$ cat src/rtl/cpu_ctrl_pkg.sv
// Shared definitions for the Mini SRC control sequencer: opcodes, FSM
// state encoding, per-opcode final execute step and the control bundle.
package cpu_ctrl_pkg;

  // Opcode field ir[31:27]
  localparam logic [4:0] OP_LD   = 5'b00000;
  localparam logic [4:0] OP_LDI  = 5'b00001;
  localparam logic [4:0] OP_ST   = 5'b00010;
  localparam logic [4:0] OP_ADD  = 5'b00011;
  localparam logic [4:0] OP_SUB  = 5'b00100;
  localparam logic [4:0] OP_AND  = 5'b00101;
  localparam logic [4:0] OP_OR   = 5'b00110;
  localparam logic [4:0] OP_ROR  = 5'b00111;
  localparam logic [4:0] OP_ROL  = 5'b01000;
  localparam logic [4:0] OP_SHR  = 5'b01001;
  localparam logic [4:0] OP_SHRA = 5'b01010;
  localparam logic [4:0] OP_SHL  = 5'b01011;
  localparam logic [4:0] OP_ADDI = 5'b01100;
  localparam logic [4:0] OP_ANDI = 5'b01101;
  localparam logic [4:0] OP_ORI  = 5'b01110;
  localparam logic [4:0] OP_DIV  = 5'b01111;
  localparam logic [4:0] OP_MUL  = 5'b10000;
  localparam logic [4:0] OP_NEG  = 5'b10001;
  localparam logic [4:0] OP_NOT  = 5'b10010;
  localparam logic [4:0] OP_BR   = 5'b10011;
  localparam logic [4:0] OP_JR   = 5'b10100;
  localparam logic [4:0] OP_JAL  = 5'b10101;
  localparam logic [4:0] OP_IN   = 5'b10110;
  localparam logic [4:0] OP_OUT  = 5'b10111;
  localparam logic [4:0] OP_MFHI = 5'b11000;
  localparam logic [4:0] OP_MFLO = 5'b11001;
  localparam logic [4:0] OP_NOP  = 5'b11010;
  localparam logic [4:0] OP_HALT = 5'b11011;

  // Sequencer state
  typedef enum logic [1:0] {
    ST_RESET = 2'd0,
    ST_FETCH = 2'd1,
    ST_EXEC  = 2'd2,
    ST_HALT  = 2'd3
  } state_t;

  // Fetch occupies T0..T2; execute always starts at T3
  localparam logic [2:0] STEP_FETCH_LAST = 3'd2;
  localparam logic [2:0] STEP_EXEC_FIRST = 3'd3;

  // Final execute step per opcode class
  localparam logic [2:0] LAST_SINGLE = 3'd3;  // jr, in, out, mfhi, mflo, nop, undefined
  localparam logic [2:0] LAST_NEGNOT = 3'd4;
  localparam logic [2:0] LAST_JAL    = 3'd4;
  localparam logic [2:0] LAST_ALU    = 3'd5;  // reg ALU, immediates, ldi
  localparam logic [2:0] LAST_MULDIV = 3'd6;
  localparam logic [2:0] LAST_BR     = 3'd6;
  localparam logic [2:0] LAST_LDST   = 3'd7;

  // Full set of strobes driven into the datapath
  typedef struct packed {
    logic       run;
    logic       pc_out;
    logic       mdr_out;
    logic       zlow_out;
    logic       zhigh_out;
    logic       hi_out;
    logic       lo_out;
    logic       c_out;
    logic       inport_out;
    logic       gra;
    logic       grb;
    logic       grc;
    logic       rin;
    logic       rout;
    logic       ba_out;
    logic       pc_en;
    logic       inc_pc;
    logic       mar_en;
    logic       mdr_en;
    logic       ir_en;
    logic       y_en;
    logic       zl_en;
    logic       zh_en;
    logic       hi_en;
    logic       lo_en;
    logic       outp_en;
    logic       con_in;
    logic       rd;
    logic       wr;
    logic [4:0] operation;
  } ctrl_t;

  // Last execute step for an opcode; undefined opcodes behave like nop
  function automatic logic [2:0] last_step(input logic [4:0] op);
    logic [2:0] r;
    case (op)
      OP_ADD, OP_SUB, OP_AND, OP_OR, OP_ROR, OP_ROL, OP_SHR, OP_SHRA, OP_SHL,
      OP_ADDI, OP_ANDI, OP_ORI, OP_LDI:  r = LAST_ALU;
      OP_MUL, OP_DIV:                    r = LAST_MULDIV;
      OP_NEG, OP_NOT:                    r = LAST_NEGNOT;
      OP_JAL:                            r = LAST_JAL;
      OP_BR:                             r = LAST_BR;
      OP_LD, OP_ST:                      r = LAST_LDST;
      default:                           r = LAST_SINGLE;
    endcase
    return r;
  endfunction

endpackage

$ cat src/rtl/ctrl_step_decode.sv
// Combinational Moore decode: (state, step, opcode, con_ff) -> control bundle.
module ctrl_step_decode
  import cpu_ctrl_pkg::*;
(
  input  state_t     i_state,
  input  logic [2:0] i_step,
  input  logic [4:0] i_opcode,
  input  logic       i_con_ff,
  output ctrl_t      o_ctrl
);

  // Strobe decode for the current step; everything idles unless named here
  always_comb begin
    // NOTE: the whole bundle gets a default first so no path leaves a field unassigned (no latches).
    o_ctrl           = '0;
    o_ctrl.operation = OP_ADD;
    case (i_state)
      ST_FETCH: begin
        o_ctrl.run = 1'b1;
        case (i_step)
          3'd0: begin
            o_ctrl.pc_out = 1'b1; o_ctrl.mar_en = 1'b1;
            o_ctrl.inc_pc = 1'b1; o_ctrl.pc_en  = 1'b1;
          end
          3'd1: begin
            o_ctrl.rd = 1'b1; o_ctrl.mdr_en = 1'b1;
          end
          3'd2: begin
            o_ctrl.mdr_out = 1'b1; o_ctrl.ir_en = 1'b1;
          end
          default: ;
        endcase
      end

      ST_EXEC: begin
        o_ctrl.run = (i_opcode != OP_HALT);
        case (i_opcode)
          OP_ADD, OP_SUB, OP_AND, OP_OR, OP_ROR, OP_ROL, OP_SHR, OP_SHRA, OP_SHL: begin
            case (i_step)
              3'd3: begin o_ctrl.grb = 1'b1; o_ctrl.rout = 1'b1; o_ctrl.y_en = 1'b1; end
              3'd4: begin
                o_ctrl.grc = 1'b1; o_ctrl.rout = 1'b1;
                o_ctrl.operation = i_opcode; o_ctrl.zl_en = 1'b1;
              end
              3'd5: begin o_ctrl.zlow_out = 1'b1; o_ctrl.gra = 1'b1; o_ctrl.rin = 1'b1; end
              default: ;
            endcase
          end

          OP_MUL, OP_DIV: begin
            case (i_step)
              3'd3: begin o_ctrl.gra = 1'b1; o_ctrl.rout = 1'b1; o_ctrl.y_en = 1'b1; end
              3'd4: begin
                o_ctrl.grb = 1'b1; o_ctrl.rout = 1'b1; o_ctrl.operation = i_opcode;
                o_ctrl.zl_en = 1'b1; o_ctrl.zh_en = 1'b1;
              end
              3'd5: begin o_ctrl.zlow_out = 1'b1; o_ctrl.lo_en = 1'b1; end
              3'd6: begin o_ctrl.zhigh_out = 1'b1; o_ctrl.hi_en = 1'b1; end
              default: ;
            endcase
          end

          OP_NEG, OP_NOT: begin
            case (i_step)
              3'd3: begin
                o_ctrl.grb = 1'b1; o_ctrl.rout = 1'b1;
                o_ctrl.operation = i_opcode; o_ctrl.zl_en = 1'b1;
              end
              3'd4: begin o_ctrl.zlow_out = 1'b1; o_ctrl.gra = 1'b1; o_ctrl.rin = 1'b1; end
              default: ;
            endcase
          end

          OP_ADDI, OP_ANDI, OP_ORI: begin
            case (i_step)
              3'd3: begin o_ctrl.grb = 1'b1; o_ctrl.rout = 1'b1; o_ctrl.y_en = 1'b1; end
              3'd4: begin o_ctrl.c_out = 1'b1; o_ctrl.operation = i_opcode; o_ctrl.zl_en = 1'b1; end
              3'd5: begin o_ctrl.zlow_out = 1'b1; o_ctrl.gra = 1'b1; o_ctrl.rin = 1'b1; end
              default: ;
            endcase
          end

          // ldi/ld/st share the Rb(or 0)+C effective-address computation in T3..T4
          OP_LDI, OP_LD, OP_ST: begin
            case (i_step)
              3'd3: begin o_ctrl.grb = 1'b1; o_ctrl.ba_out = 1'b1; o_ctrl.y_en = 1'b1; end
              3'd4: begin o_ctrl.c_out = 1'b1; o_ctrl.zl_en = 1'b1; end
              3'd5: begin
                o_ctrl.zlow_out = 1'b1;
                if (i_opcode == OP_LDI) begin
                  o_ctrl.gra = 1'b1; o_ctrl.rin = 1'b1;
                end else begin
                  o_ctrl.mar_en = 1'b1;
                end
              end
              3'd6: begin
                o_ctrl.mdr_en = 1'b1;
                if (i_opcode == OP_LD) begin
                  o_ctrl.rd = 1'b1;
                end else begin
                  o_ctrl.gra = 1'b1; o_ctrl.rout = 1'b1;
                end
              end
              3'd7: begin
                if (i_opcode == OP_LD) begin
                  o_ctrl.mdr_out = 1'b1; o_ctrl.gra = 1'b1; o_ctrl.rin = 1'b1;
                end else begin
                  o_ctrl.wr = 1'b1;
                end
              end
              default: ;
            endcase
          end

          OP_BR: begin
            case (i_step)
              3'd3: begin o_ctrl.gra = 1'b1; o_ctrl.rout = 1'b1; o_ctrl.con_in = 1'b1; end
              3'd4: begin o_ctrl.pc_out = 1'b1; o_ctrl.y_en = 1'b1; end
              3'd5: begin o_ctrl.c_out = 1'b1; o_ctrl.zl_en = 1'b1; end
              3'd6: begin
                o_ctrl.zlow_out = i_con_ff;
                o_ctrl.pc_en    = i_con_ff;
              end
              default: ;
            endcase
          end

          OP_JR: begin
            if (i_step == 3'd3) begin
              o_ctrl.gra = 1'b1; o_ctrl.rout = 1'b1; o_ctrl.pc_en = 1'b1;
            end
          end

          OP_JAL: begin
            case (i_step)
              3'd3: begin o_ctrl.pc_out = 1'b1; o_ctrl.grb = 1'b1; o_ctrl.rin = 1'b1; end
              3'd4: begin o_ctrl.gra = 1'b1; o_ctrl.rout = 1'b1; o_ctrl.pc_en = 1'b1; end
              default: ;
            endcase
          end

          OP_IN: begin
            if (i_step == 3'd3) begin
              o_ctrl.inport_out = 1'b1; o_ctrl.gra = 1'b1; o_ctrl.rin = 1'b1;
            end
          end

          OP_OUT: begin
            if (i_step == 3'd3) begin
              o_ctrl.gra = 1'b1; o_ctrl.rout = 1'b1; o_ctrl.outp_en = 1'b1;
            end
          end

          OP_MFHI: begin
            if (i_step == 3'd3) begin
              o_ctrl.hi_out = 1'b1; o_ctrl.gra = 1'b1; o_ctrl.rin = 1'b1;
            end
          end

          OP_MFLO: begin
            if (i_step == 3'd3) begin
              o_ctrl.lo_out = 1'b1; o_ctrl.gra = 1'b1; o_ctrl.rin = 1'b1;
            end
          end

          // nop, halt and undefined opcodes drive no strobes
          default: ;
        endcase
      end

      // RESET and HALT: everything idle, run low
      default: ;
    endcase
  end

endmodule

$ cat src/rtl/control_unit.sv
// Mini SRC multi-cycle control sequencer: holds the state/step registers and
// walks fetch (T0..T2) then the per-opcode execute steps (T3..T7).
module control_unit
  import cpu_ctrl_pkg::*;
#(
  parameter int STEP_W = 3
) (
  input  logic        clock,
  input  logic        clear,
  input  logic [31:0] ir,
  input  logic        con_ff,
  output logic        run,
  output logic        PCout,
  output logic        MDRout,
  output logic        ZLowout,
  output logic        ZHighout,
  output logic        HIout,
  output logic        LOout,
  output logic        Cout,
  output logic        InPortout,
  output logic        GRA,
  output logic        GRB,
  output logic        GRC,
  output logic        Rin,
  output logic        Rout,
  output logic        BAout,
  output logic        PC_enable,
  output logic        IncPC,
  output logic        MAR_enable,
  output logic        MDR_enable,
  output logic        IR_enable,
  output logic        Y_enable,
  output logic        Z_low_enable,
  output logic        Z_high_enable,
  output logic        HI_enable,
  output logic        LO_enable,
  output logic        Output_port_enable,
  output logic        CON_in,
  output logic        Read,
  output logic        Write,
  output logic [4:0]  operation
);

  state_t              r_state;
  logic [STEP_W-1:0]   r_step;
  state_t              w_state_nxt;
  logic [STEP_W-1:0]   w_step_nxt;
  logic [4:0]          w_opcode;
  logic                w_last;
  ctrl_t               w_ctrl;
  logic                w_unused_ir;

  assign w_opcode    = ir[31:27];
  assign w_unused_ir = ^ir[26:0];
  assign w_last      = (r_step >= STEP_W'(last_step(w_opcode)));

  // State/step register; clear drops straight to RESET so strobes die immediately
  always_ff @(posedge clock or negedge clear) begin
    if (!clear) begin
      r_state <= ST_RESET;
      r_step  <= '0;
    end else begin
      // NOTE: sequential state uses non-blocking assignment so every register samples pre-edge values.
      r_state <= w_state_nxt;
      r_step  <= w_step_nxt;
    end
  end

  // Next state/step: fetch T0..T2, execute T3..last, then back to T0
  always_comb begin
    w_state_nxt = r_state;
    w_step_nxt  = r_step;
    case (r_state)
      ST_RESET: begin
        w_state_nxt = ST_FETCH;
        w_step_nxt  = '0;
      end
      ST_FETCH: begin
        if (r_step == STEP_W'(STEP_FETCH_LAST)) begin
          w_state_nxt = ST_EXEC;
          w_step_nxt  = STEP_W'(STEP_EXEC_FIRST);
        end else begin
          w_step_nxt  = r_step + STEP_W'(1);
        end
      end
      ST_EXEC: begin
        if (w_opcode == OP_HALT) begin
          w_state_nxt = ST_HALT;
          w_step_nxt  = '0;
        end else if (w_last) begin
          w_state_nxt = ST_FETCH;
          w_step_nxt  = '0;
        end else begin
          w_step_nxt  = r_step + STEP_W'(1);
        end
      end
      ST_HALT: begin
        w_state_nxt = ST_HALT;
        w_step_nxt  = '0;
      end
      default: begin
        w_state_nxt = ST_RESET;
        w_step_nxt  = '0;
      end
    endcase
  end

  ctrl_step_decode u_decode (
    .i_state  (r_state),
    .i_step   (3'(r_step)),
    .i_opcode (w_opcode),
    .i_con_ff (con_ff),
    .o_ctrl   (w_ctrl)
  );

  assign run                = w_ctrl.run;
  assign PCout              = w_ctrl.pc_out;
  assign MDRout             = w_ctrl.mdr_out;
  assign ZLowout            = w_ctrl.zlow_out;
  assign ZHighout           = w_ctrl.zhigh_out;
  assign HIout              = w_ctrl.hi_out;
  assign LOout              = w_ctrl.lo_out;
  assign Cout               = w_ctrl.c_out;
  assign InPortout          = w_ctrl.inport_out;
  assign GRA                = w_ctrl.gra;
  assign GRB                = w_ctrl.grb;
  assign GRC                = w_ctrl.grc;
  assign Rin                = w_ctrl.rin;
  assign Rout               = w_ctrl.rout;
  assign BAout              = w_ctrl.ba_out;
  assign PC_enable          = w_ctrl.pc_en;
  assign IncPC              = w_ctrl.inc_pc;
  assign MAR_enable         = w_ctrl.mar_en;
  assign MDR_enable         = w_ctrl.mdr_en;
  assign IR_enable          = w_ctrl.ir_en;
  assign Y_enable           = w_ctrl.y_en;
  assign Z_low_enable       = w_ctrl.zl_en;
  assign Z_high_enable      = w_ctrl.zh_en;
  assign HI_enable          = w_ctrl.hi_en;
  assign LO_enable          = w_ctrl.lo_en;
  assign Output_port_enable = w_ctrl.outp_en;
  assign CON_in             = w_ctrl.con_in;
  assign Read               = w_ctrl.rd;
  assign Write              = w_ctrl.wr;
  assign operation          = w_ctrl.operation;

endmodule
$ cat config.mk
export PLATFORM = sky130hd
export DESIGN_NAME = control_unit
export DESIGN_NICKNAME = d
export VERILOG_FILES = /design/src/rtl/cpu_ctrl_pkg.sv /design/src/rtl/ctrl_step_decode.sv /design/src/rtl/control_unit.sv
export SDC_FILE = /design/constraint.sdc
export NUM_CORES = 1
export LEC_CHECK = 0
export CORE_MARGIN = 1
export CORE_UTILIZATION = 40
export CTS_BUF_LIST = sky130_fd_sc_hd__clkbuf_8
export CTS_CLUSTER_DIAMETER = 30
export DETAILED_ROUTE_END_ITERATION = 12
export MAX_ROUTING_LAYER = met4
export PLACE_DENSITY = 0.78
export SLEW_MARGIN = 10
export SYNTH_ARGS = -nofsm -noshare
export SYNTH_HDL_FRONTEND = slang
export SYNTH_SLANG_ARGS = --single-unit
$ cat constraint.sdc
create_clock -name clock -period 2.6 [get_ports clock]
set_input_delay 0.39 -clock clock [delete_from_list [all_inputs] [get_ports clock]]
set_output_delay 0.39 -clock clock [all_outputs]
set_load 0.05 [all_outputs]
Word-level counts from Yosys, hierarchy flattened
Memory sizes are Yosys's and may differ from the RTL's.
Index checks and enable logic that the tools add are counted.
{ "totals": {"mem_count": 1, "in_bits": 35, "ff_bits": 5, "output_inout_bits": 34, "romBits": 96} }
{ "mem_list": {"columns": ["name", "depth", "width", "rd", "rd_clocked_by_memory_dff", "write_ports", "line_no", "rtl"], "rows": [
  ["(no name shown)", 32, 3, 1, 0, 0, "cpu_ctrl_pkg.sv:93", "case (op)"]
]} }
{ "op_classes": {"addsub": 1, "reduce_logical": 21, "n_lt_le_gt_ge": 1, "mux": 65, "n_eq_ne": 39} }
{ "op_table": {"columns": ["cell", "n"], "rows": [
  ["$eq A5 B5 Y1 const B", 11],
  ["$eq A5 B4 Y1 const B", 8],
  ["$mux W1", 29],
  ["$eq A5 B3 Y1 const B", 4],
  ["$reduce_or A18 Y1", 1],
  ["$reduce_or A17 Y1", 1],
  ["$mux W3", 5],
  ["$reduce_or A15 Y1", 1],
  ["$mux W2", 7],
  ["$pmux W1 S2", 7],
  ["$reduce_or A14 Y1", 1],
  ["$eq A3 B3 Y1 const B", 4],
  ["$mux W12", 1],
  ["$pmux W1 S4", 3],
  ["$reduce_or A12 Y1", 1],
  ["$reduce_or A11 Y1", 1],
  ["$eq A5 B2 Y1 const B", 2],
  ["$mux W5", 2],
  ["$pmux W5 S2", 1],
  ["$pmux W1 S3", 3],
  ["$pmux W3 S3", 1],
  ["$reduce_or A9 Y1", 1],
  ["$pmux W2 S4", 1],
  ["$reduce_or A2 Y1", 4],
  ["other kinds (24)", 27]
]} }

Logic depth before layout (Yosys ltp)
Gate-level depths: netlist of the first run.
{ "depth": {"ltp_word": 5, "ltp_mapped": 12} }

Hierarchy
Synthesis of the first run repeated with hierarchy kept, for this count alone.
{ "hier_totals": {"hier_cells": 202, "hier_area_um2": 1355.0} }
{ "by_module_without_submodules": {"columns": ["module", "instances", "cells_each", "seq_area_each_um2", "area_each_um2"], "rows": [
  ["ctrl_step_decode", 1, 156, 0.0, 934.6],
  ["control_unit", 1, 46, 125.1, 420.4]
]} }

Least setup slack after synthesis of the first run
No wires, ideal clock.
{ "synth_timing": {"path_type": "in2out", "start": "input ir[27]", "end": "output operation[3]", "t_required_ns": 2.210, "cell_stages": 6, "t_arrival_ns": 2.349, "slack_ns": -0.139, "path_buffers": 2, "path_cell_list": "inv_1 ha_1 buf_2 clkbuf_1 a21oi_2 nor3b_1"} }
{ "synth_between": {"elab_chain_cells": 4} }
{ "synth_rtl": {"columns": ["element", "line_no", "rtl"], "rows": [
  ["from (decl)", "control_unit.sv:10", "input logic [31:0] ir,"],
  ["$eq A5 B2 Y1 (tied with other cells)", "ctrl_step_decode.sv:37", "case (i_opcode)"],
  ["$reduce_or A14 Y1 (no line) / $reduce_or A2 Y1 (equally long branches)", null, null],
  ["$pmux W5 S2 *", "ctrl_step_decode.sv:37", null],
  ["$mux W6 *", "ctrl_step_decode.sv:17", "case (i_state)"],
  ["to (decl)", "control_unit.sv:41", "output logic [4:0] operation"]
]} }
Every way passes the cells marked *; elsewhere a longest branch is shown, timed or not.

Final worst setup path of the first run
{ "layout_timing": {"start": "register r_step[1]", "end": "output Rin"} }
{ "layout_between": {"elab_chain_cells": 4} }
{ "layout_rtl": {"columns": ["element", "line_no", "rtl"], "rows": [
  ["from (decl)", "control_unit.sv:45", "logic [STEP_W-1:0] r_step;"],
  ["from (signal assigned)", "control_unit.sv:65", "r_step <= w_step_nxt;"],
  ["$eq A3 B3 Y1 (tied with other cells)", "ctrl_step_decode.sv:85", "case (i_step)"],
  ["$pmux W1 S2 (tied with other cells)", "ctrl_step_decode.sv:85", null],
  ["$pmux W1 S4 *", "ctrl_step_decode.sv:37", null],
  ["$mux W12 *", "ctrl_step_decode.sv:17", null],
  ["to (decl)", "control_unit.sv:24", "output logic Rin,"]
]} }
Marked as above.

==> results of run 1 <==
power groups by stage:
stage	registers [mW]	clock network [mW]	logic [mW]
after detailed placement	0.0792	0	0.190
final	0.0783	0.139	0.261
after global placement	0.0792	0	0.184
after CTS	0.0783	0.144	0.211
after floorplan	0.0793	0	0.0958
after global routing	0.0782	0.151	0.270
state kept, by name (all words and copies together) (netlist names):
register / count
r_step: 3
r_state: 2
per-layer routing:
| layer | global-route usage (%) | wire length (µm) |
|---|---|---|
| met1 | 42.73 | 3064 |
| met2 | 63.31 | 3959 |
| met3 | 6.522 | 822 |
| met4 | 29.36 | 848 |
| met5 | - | 0 |
repair_timing:
| action | in CTS | in global routing |
|---|---|---|
| setup buffers | 1 | 3 |
| pin swaps | 4 | 6 |
| hold buffers | 0 | 0 |
| gates resized for setup | 35 | 35 |
| cloned | 0 | 2 |
| endpoints found under the setup margin | 33 | 28 |
final timing paths:
| check | endpoint | cells after the start | startpoint |
|---|---|---|---|
| setup / recovery | Rin | 10 | r_step[1] |
| hold / removal | r_state[0] | 1 | clear |
| setup reg to reg | r_state[0] | 8 | r_state[0] |
| hold reg to reg | r_state[1] | 1 | r_state[1] |
| max in group asynchronous | r_step[2] | 1 | clear |
| min in group clock | r_state[1] | 1 | r_state[1] |
kinds of logic (layout without fill, tap and decap cells):
logic type,count (synthesis),count (layout),share of synthesized area [%]
AND/OR/NAND/NOR,111,111,36.12
flip-flops,5,5,8.361
multiplexers,3,3,2.007
XOR/XNOR,2,2,1.673
AO/OA/AOI/OAI,60,60,26.67
adder cells (fa/ha/maj),17,17,14.21
buffers and inverters,31,129,10.95
cell usage after synthesis, types with 2 or more instances:
master and count:
nand2_1 28, nor2_1 26, a21oi_1 17, ha_1 17
nor3_1 17, inv_1 13, o21ai_0 13, nand3_1 8
nand4_1 6, buf_2 5, clkbuf_1 5, dfrtp_1 5
nand2b_1 5, buf_6 4, nor2b_1 4, nor4_1 4
and2_1 3, buf_4 3, mux2i_1 3, o31ai_1 3
a211o_1 2, o21ai_1 2, o31a_1 2, o32ai_1 2
or2_1 2, or3_1 2
critical path, stage by stage (launching register included):
cell and delay, ns:
dfrtp_1 0.41, inv_1 0.14, ha_4 0.19, nand2_1 0.12
nor4_1 0.40, buf_4 0.21, nor4_4 0.05, o31ai_4 0.08
buf_4 0.16, a2bb2oi_2 0.18, buf_12 0.16
through the flow:
stage               hold WS, ns  setup TNS, ns  std cells  utilization, %  setup WS, ns
floorplan               0.09441       -0.06290        229               -      -0.01824
global placement         0.5359         -5.311        363           75.83       -0.2948
detailed placement       0.5383         -7.491        363           75.83       -0.4273
CTS                      0.3858              0        368           82.07      0.001800
global route             0.4009        -0.3757        373           87.05       -0.1313
finish                   0.3891        -0.1253        373           87.05       -0.1197
cell type report:
cell class | instances | share of cell area (%)
Clock inverter | 1 | 0.1243
Sequential cell | 5 | 4.186
Tap cell | 46 | 1.906
Timing Repair Buffer | 111 | 41.52
Multi-Input combinational cell | 193 | 49.15
Clock buffer | 3 | 1.368
Inverter | 14 | 1.741
==> run metrics, run 1 <==
status=finished with violations; failing checks=setup timing; Rel. slew slack=68.93%; Setup-failing EPs final=2; Post-synth EDFFs=0; Longest Clk Path Bufs=2; initial antenna violation count=0; antenna viol nets, final=0; Max Fclk=0.3677 GHz; Skew-Pair Late Insertion Delay=0.22 ns; Fin. Hold Viols=0; Ports=69; clock skew=0.002979 ns; fraction of layout cells with a size suffix above 1=48.93%; net switching power=179.6 µW; Distinct cells, synth=54; syn_area_per_cell=6.535 µm²; maximum vdd ir drop=0.2589 mV; routed via count=2545; largest net degree at the start of global routing=16; Setup CP Type=reg2out; Power Density=158.2 nW/µm²; clock root cell=clkbuf_8; H-tree levels=1; Register Area=126.4 µm²; Final Cell Area=3019 µm²; Clock power frac=29.1%; residual DRC count=0; flops & latches, synth=5; clock sink count=5; number of placement rows=21; total power=477.6 µW; part of the Yosys area used for sequential elements=8.361%; MaxCap Viol Count=0; Sequential Power Share=16.4%; Primary FF master, synth=dfrtp_1; first-pass GRT wire length=11730 µm; drt first pass iters=7; Hold Path Class=in2async; worst path required time=2.21 ns; Tot GR Track Use=39.10%; chip height=63.17 µm; Reg clk slew, reported paths=0.04 ns; routed len/inst=23.31 µm; core area=3468 µm²; Min Clock Period, post-route=2.720 ns; CP endpoint kind=output port; Crit Path Max Fanout=4; Comb pwr share=54.5%; diode count=0; most common cell after layout, fill and taps aside=buf_4; most frequent cells in the layout=67 x buf_4, 29 x buf_12, 25 x nand2_1, 21 x nor2_1, 12 x o21ai_0; leakage=1.281 nW; Reg2Reg Setup Slack=0.63 ns; number of global-route vias before repair=2351; max-slew violations=0; critical path startpoint category=flop; Syn Std Cell Area=1496 µm²; placed cell areas=2630 µm²; top cell type's share of synthesized area=14.21%; IO Port Bufs=41; area occupied by multi-input gates=1484 µm²; layout net count=380; Starting Density=43.15%; Syn Inst Count=229; post-DR vias/cell=6.823; Final HPWL DP=4663 µm; synth top area cells=ha_1 14%, dfrtp_1 8.4%, nand2_1 7.0%, nor2_1 6.5%, a21oi_1 5.7%; Critical Path AT=2.33 ns; CTS buffer count=3; Worst Max-Slew Pin Slew=0.4543 ns; internal cell power=298.0 µW; cell accounting for the most synthesized area=ha_1; period utilization=104.6%; Die Span X=63.17 µm; post-synthesis net count=281; WL final=8695 µm; sw frac=37.61%; starting DRC count in detailed routing=407; Area Growth Syn to Fin=101.8%; fraction of registers with async set/reset=100.0%; setup slack after layout=-0.1197 ns; CTS tree=built; die area=3990 µm²; GRT overflow=0; # fillers=175; Final GP Congestion=1.012; warnings from Yosys=0
No activity file was read; power rests on OpenSTA's default activity.
==> inputs of run 2 (changes only) <==
--- a/config.mk
+++ b/config.mk
@@ -6,12 +6,12 @@
 export NUM_CORES = 1
 export LEC_CHECK = 0
 export CORE_MARGIN = 1
-export CORE_UTILIZATION = 40
+export CORE_UTILIZATION = 33
 export CTS_BUF_LIST = sky130_fd_sc_hd__clkbuf_8
 export CTS_CLUSTER_DIAMETER = 30
 export DETAILED_ROUTE_END_ITERATION = 12
 export MAX_ROUTING_LAYER = met4
-export PLACE_DENSITY = 0.78
+export PLACE_DENSITY = 0.66
 export SLEW_MARGIN = 10
 export SYNTH_ARGS = -nofsm -noshare
 export SYNTH_HDL_FRONTEND = slang
==> run 2 against run 1 <==
Effect of this change:
- the flow now finishes without violations
- sequential share of layout area grew 0.12 points
- sequential cell count stayed put
- combinational power shrank 15%
- clock skew about the same
- total power shrank 9.1%
- clock power fell by 4%
- die area up 21%
- count of clock-buffer cells in the layout unchanged
==> run metrics, run 2 (synthesized netlist as in run 1, its figures left out) <==
status=complete, no violations; GRT overflow=0 (unchanged); CTS tree=built; Fin. Hold Viols=0 (unchanged); period utilization=97.25% (-7.4 points); routed len/inst=15.41 µm (-34%); CP endpoint kind=output port; setup tns final=0 ns (+0.1253 ns); Critical Path AT=2.14 ns (-0.19 ns); fraction of layout cells with a size suffix above 1=44.55% (-4.4 points); drt first pass iters=5 (-2); number of global-route vias before repair=2023 (-14%); Largest register FFs=3 (unchanged); Worst Max-Slew Pin Slew=0.3782 ns (-0.07611 ns); Critical Path Start=ir[27]; Crit Path Max Fanout=8 (+4); die area=4808 µm² (+21%); Power Density=149.4 nW/µm² (-5.6%); first-pass GRT wire length=9411 µm (-20%); crit path capture=GRA; Rel. slew slack=74.59% (+5.7 points); chip height=69.34 µm (+9.8%); Reg clk slew, reported paths=0.03 ns (about the same); maximum vdd ir drop=0.2556 mV (-1.3%); IO Port Bufs=41 (unchanged); layout net count=383 (+0.79%); clock sink count=5 (unchanged); routed via count=2109 (-17%); R2R cell count=7 (-1); MaxCap Viol Count=0 (unchanged); hold-fix buffer count after cts=0 (unchanged); Setup-failing EPs final=0 (-2); largest net degree at the start of global routing=13 (-3); Skew-Pair Late Insertion Delay=0.22 ns (about the same); clock skew=0.002657 ns (-0.0003221 ns); placed cell count=370 (+1.9%); Setup CP Type=in2out; max-slew violations=0 (unchanged); Min Clock Period, post-route=2.529 ns (-0.1912 ns); reg2reg start=r_step[0]; Starting Density=34.37% (-8.8 points); Ports=69 (unchanged); most frequent cells in the layout=74 x buf_4, 28 x buf_12, 27 x nand2_1, 24 x nor2_1, 14 x nor3_1; core area=4354 µm² (+26%); WL final=5888 µm (-32%); H-tree levels=1 (unchanged); Die Span X=69.34 µm (+9.8%); Area Growth Syn to Fin=94.23%; antenna viol nets, final=0 (unchanged); starting DRC count in detailed routing=199 (-51%); Hold Path Class=in2async; Final GP Congestion=0.9490 (-6.2%); residual DRC count=0 (unchanged); biggest registers after layout=r_step: 3 flops, r_state: 2 flops; fin cells=382 (+2.4%); clock root cell=clkbuf_8; number of placement rows=24 (+14%); Max Fclk=0.3955 GHz (+7.6%); initial antenna violation count=0 (unchanged); CTS buffer count=3 (unchanged); leakage=1.240 nW (-3.2%); critical path startpoint category=primary input; worst path required time=2.21 ns (about the same); Longest Clk Path Bufs=2 (unchanged); diode count=0 (unchanged); most common cell after layout, fill and taps aside=buf_4; Most flops, register=r_step; Reg2Reg Setup Slack=0.72 ns (+0.09 ns); Tot GR Track Use=24.29% (-15 points); end-of-flow core utilization=66.75% (-20 points); post-DR vias/cell=5.521 (-19%); Worst R2R End=r_state[1]; Final HPWL DP=4543 µm (-2.6%)
==> run 2: changes by cell type in the layout (fill, tap and decap cells not counted), moves of 3 or more <==
cell | before | now
buf_4 | 67 | 74
nor2_1 | 21 | 24
ha_1 | 10 | 13
nor3_1 | 10 | 14
nor3_2 | 7 | 3
==> run 2: routing by layer <==
layer  part of all wire, %  track usage [%]  wire length [µm]  vias to the layer above
met3                   5.5            1.890               324                       12
met1                    42            30.57              2495                      974
met2                    50            41.32              2960                       98
met4                   1.8            7.483               108                        0
met5                     0                -                 0                        -
li1                      -                -                 -                     1025
==> run 2: final cells by class <==
type | instances | area [µm²]
clock buffers | 3 | 41.29
clock inverters | 1 | 3.754
fillers | 363 | 1448
inverters | 14 | 52.55
multi-input cells | 193 | 1384
flip-flops and latches | 5 | 125.1
well taps | 52 | 65.06
repair buffers | 114 | 1235
==> run 2: worst min-delay path by stage <==
stage | start | to | slack, ns | depth (start not counted)
6_report | clear | r_state[0] | 0.39 | 1
5_1_grt | clear | r_state[0] | 0.40 | 1
4_1_cts | clear | r_state[0] | 0.39 | 1
3_5_place_dp | r_state[1] | r_state[1] | 0.55 | 1
3_3_place_gp | r_state[1] | r_state[1] | 0.53 | 1
2_1_floorplan | clear | r_state[0] | 0.09 | 0
==> run 2: stage by stage <==
step,hold WS [ns],instance area (µm²),setup WS (ns),power [mW]
after global routing,0.4026,2907,-0.02135,0.4630
final,0.3861,2907,0.07148,0.4342
after CTS,0.3886,2749,-0.06431,0.4066
after floorplan,0.09441,1515,-0.01824,0.1750
after global placement,0.5332,2633,-0.4101,0.2626
after detailed placement,0.5511,2633,-0.4865,0.2627
==> run 2: what timing repair did <==
action	CTS	global route
pin swaps	2	2
setup buffers	2	6
resized for setup	19	29
endpoints found under the setup margin	31	18
==> run 2: power breakdown <==
group          total, mW  switching, mW  internal, mW
Clock              0.134         0.0335         0.101
Sequential        0.0783              0        0.0783
Combinational      0.222          0.113         0.108
==> run 2: critical path, cell delays in order <==
cell      delay (ns)
clkbuf_4        0.15
inv_2           0.08
ha_4            0.17
buf_6           0.14
nor2_4          0.12
nor4_1          0.06
nor4_2          0.31
o31ai_2         0.11
buf_4           0.15
o31a_1          0.30
buf_6           0.16
==> inputs of run 3 (changes only) <==
--- a/config.mk
+++ b/config.mk
@@ -8,7 +8,7 @@
 export CORE_MARGIN = 1
 export CORE_UTILIZATION = 33
 export CTS_BUF_LIST = sky130_fd_sc_hd__clkbuf_8
-export CTS_CLUSTER_DIAMETER = 30
+export CTS_CLUSTER_DIAMETER = 150
 export DETAILED_ROUTE_END_ITERATION = 12
 export MAX_ROUTING_LAYER = met4
 export PLACE_DENSITY = 0.66
==> results of run 3 <==
The final DEF is identical to that of run 2; final timing and power are the same.
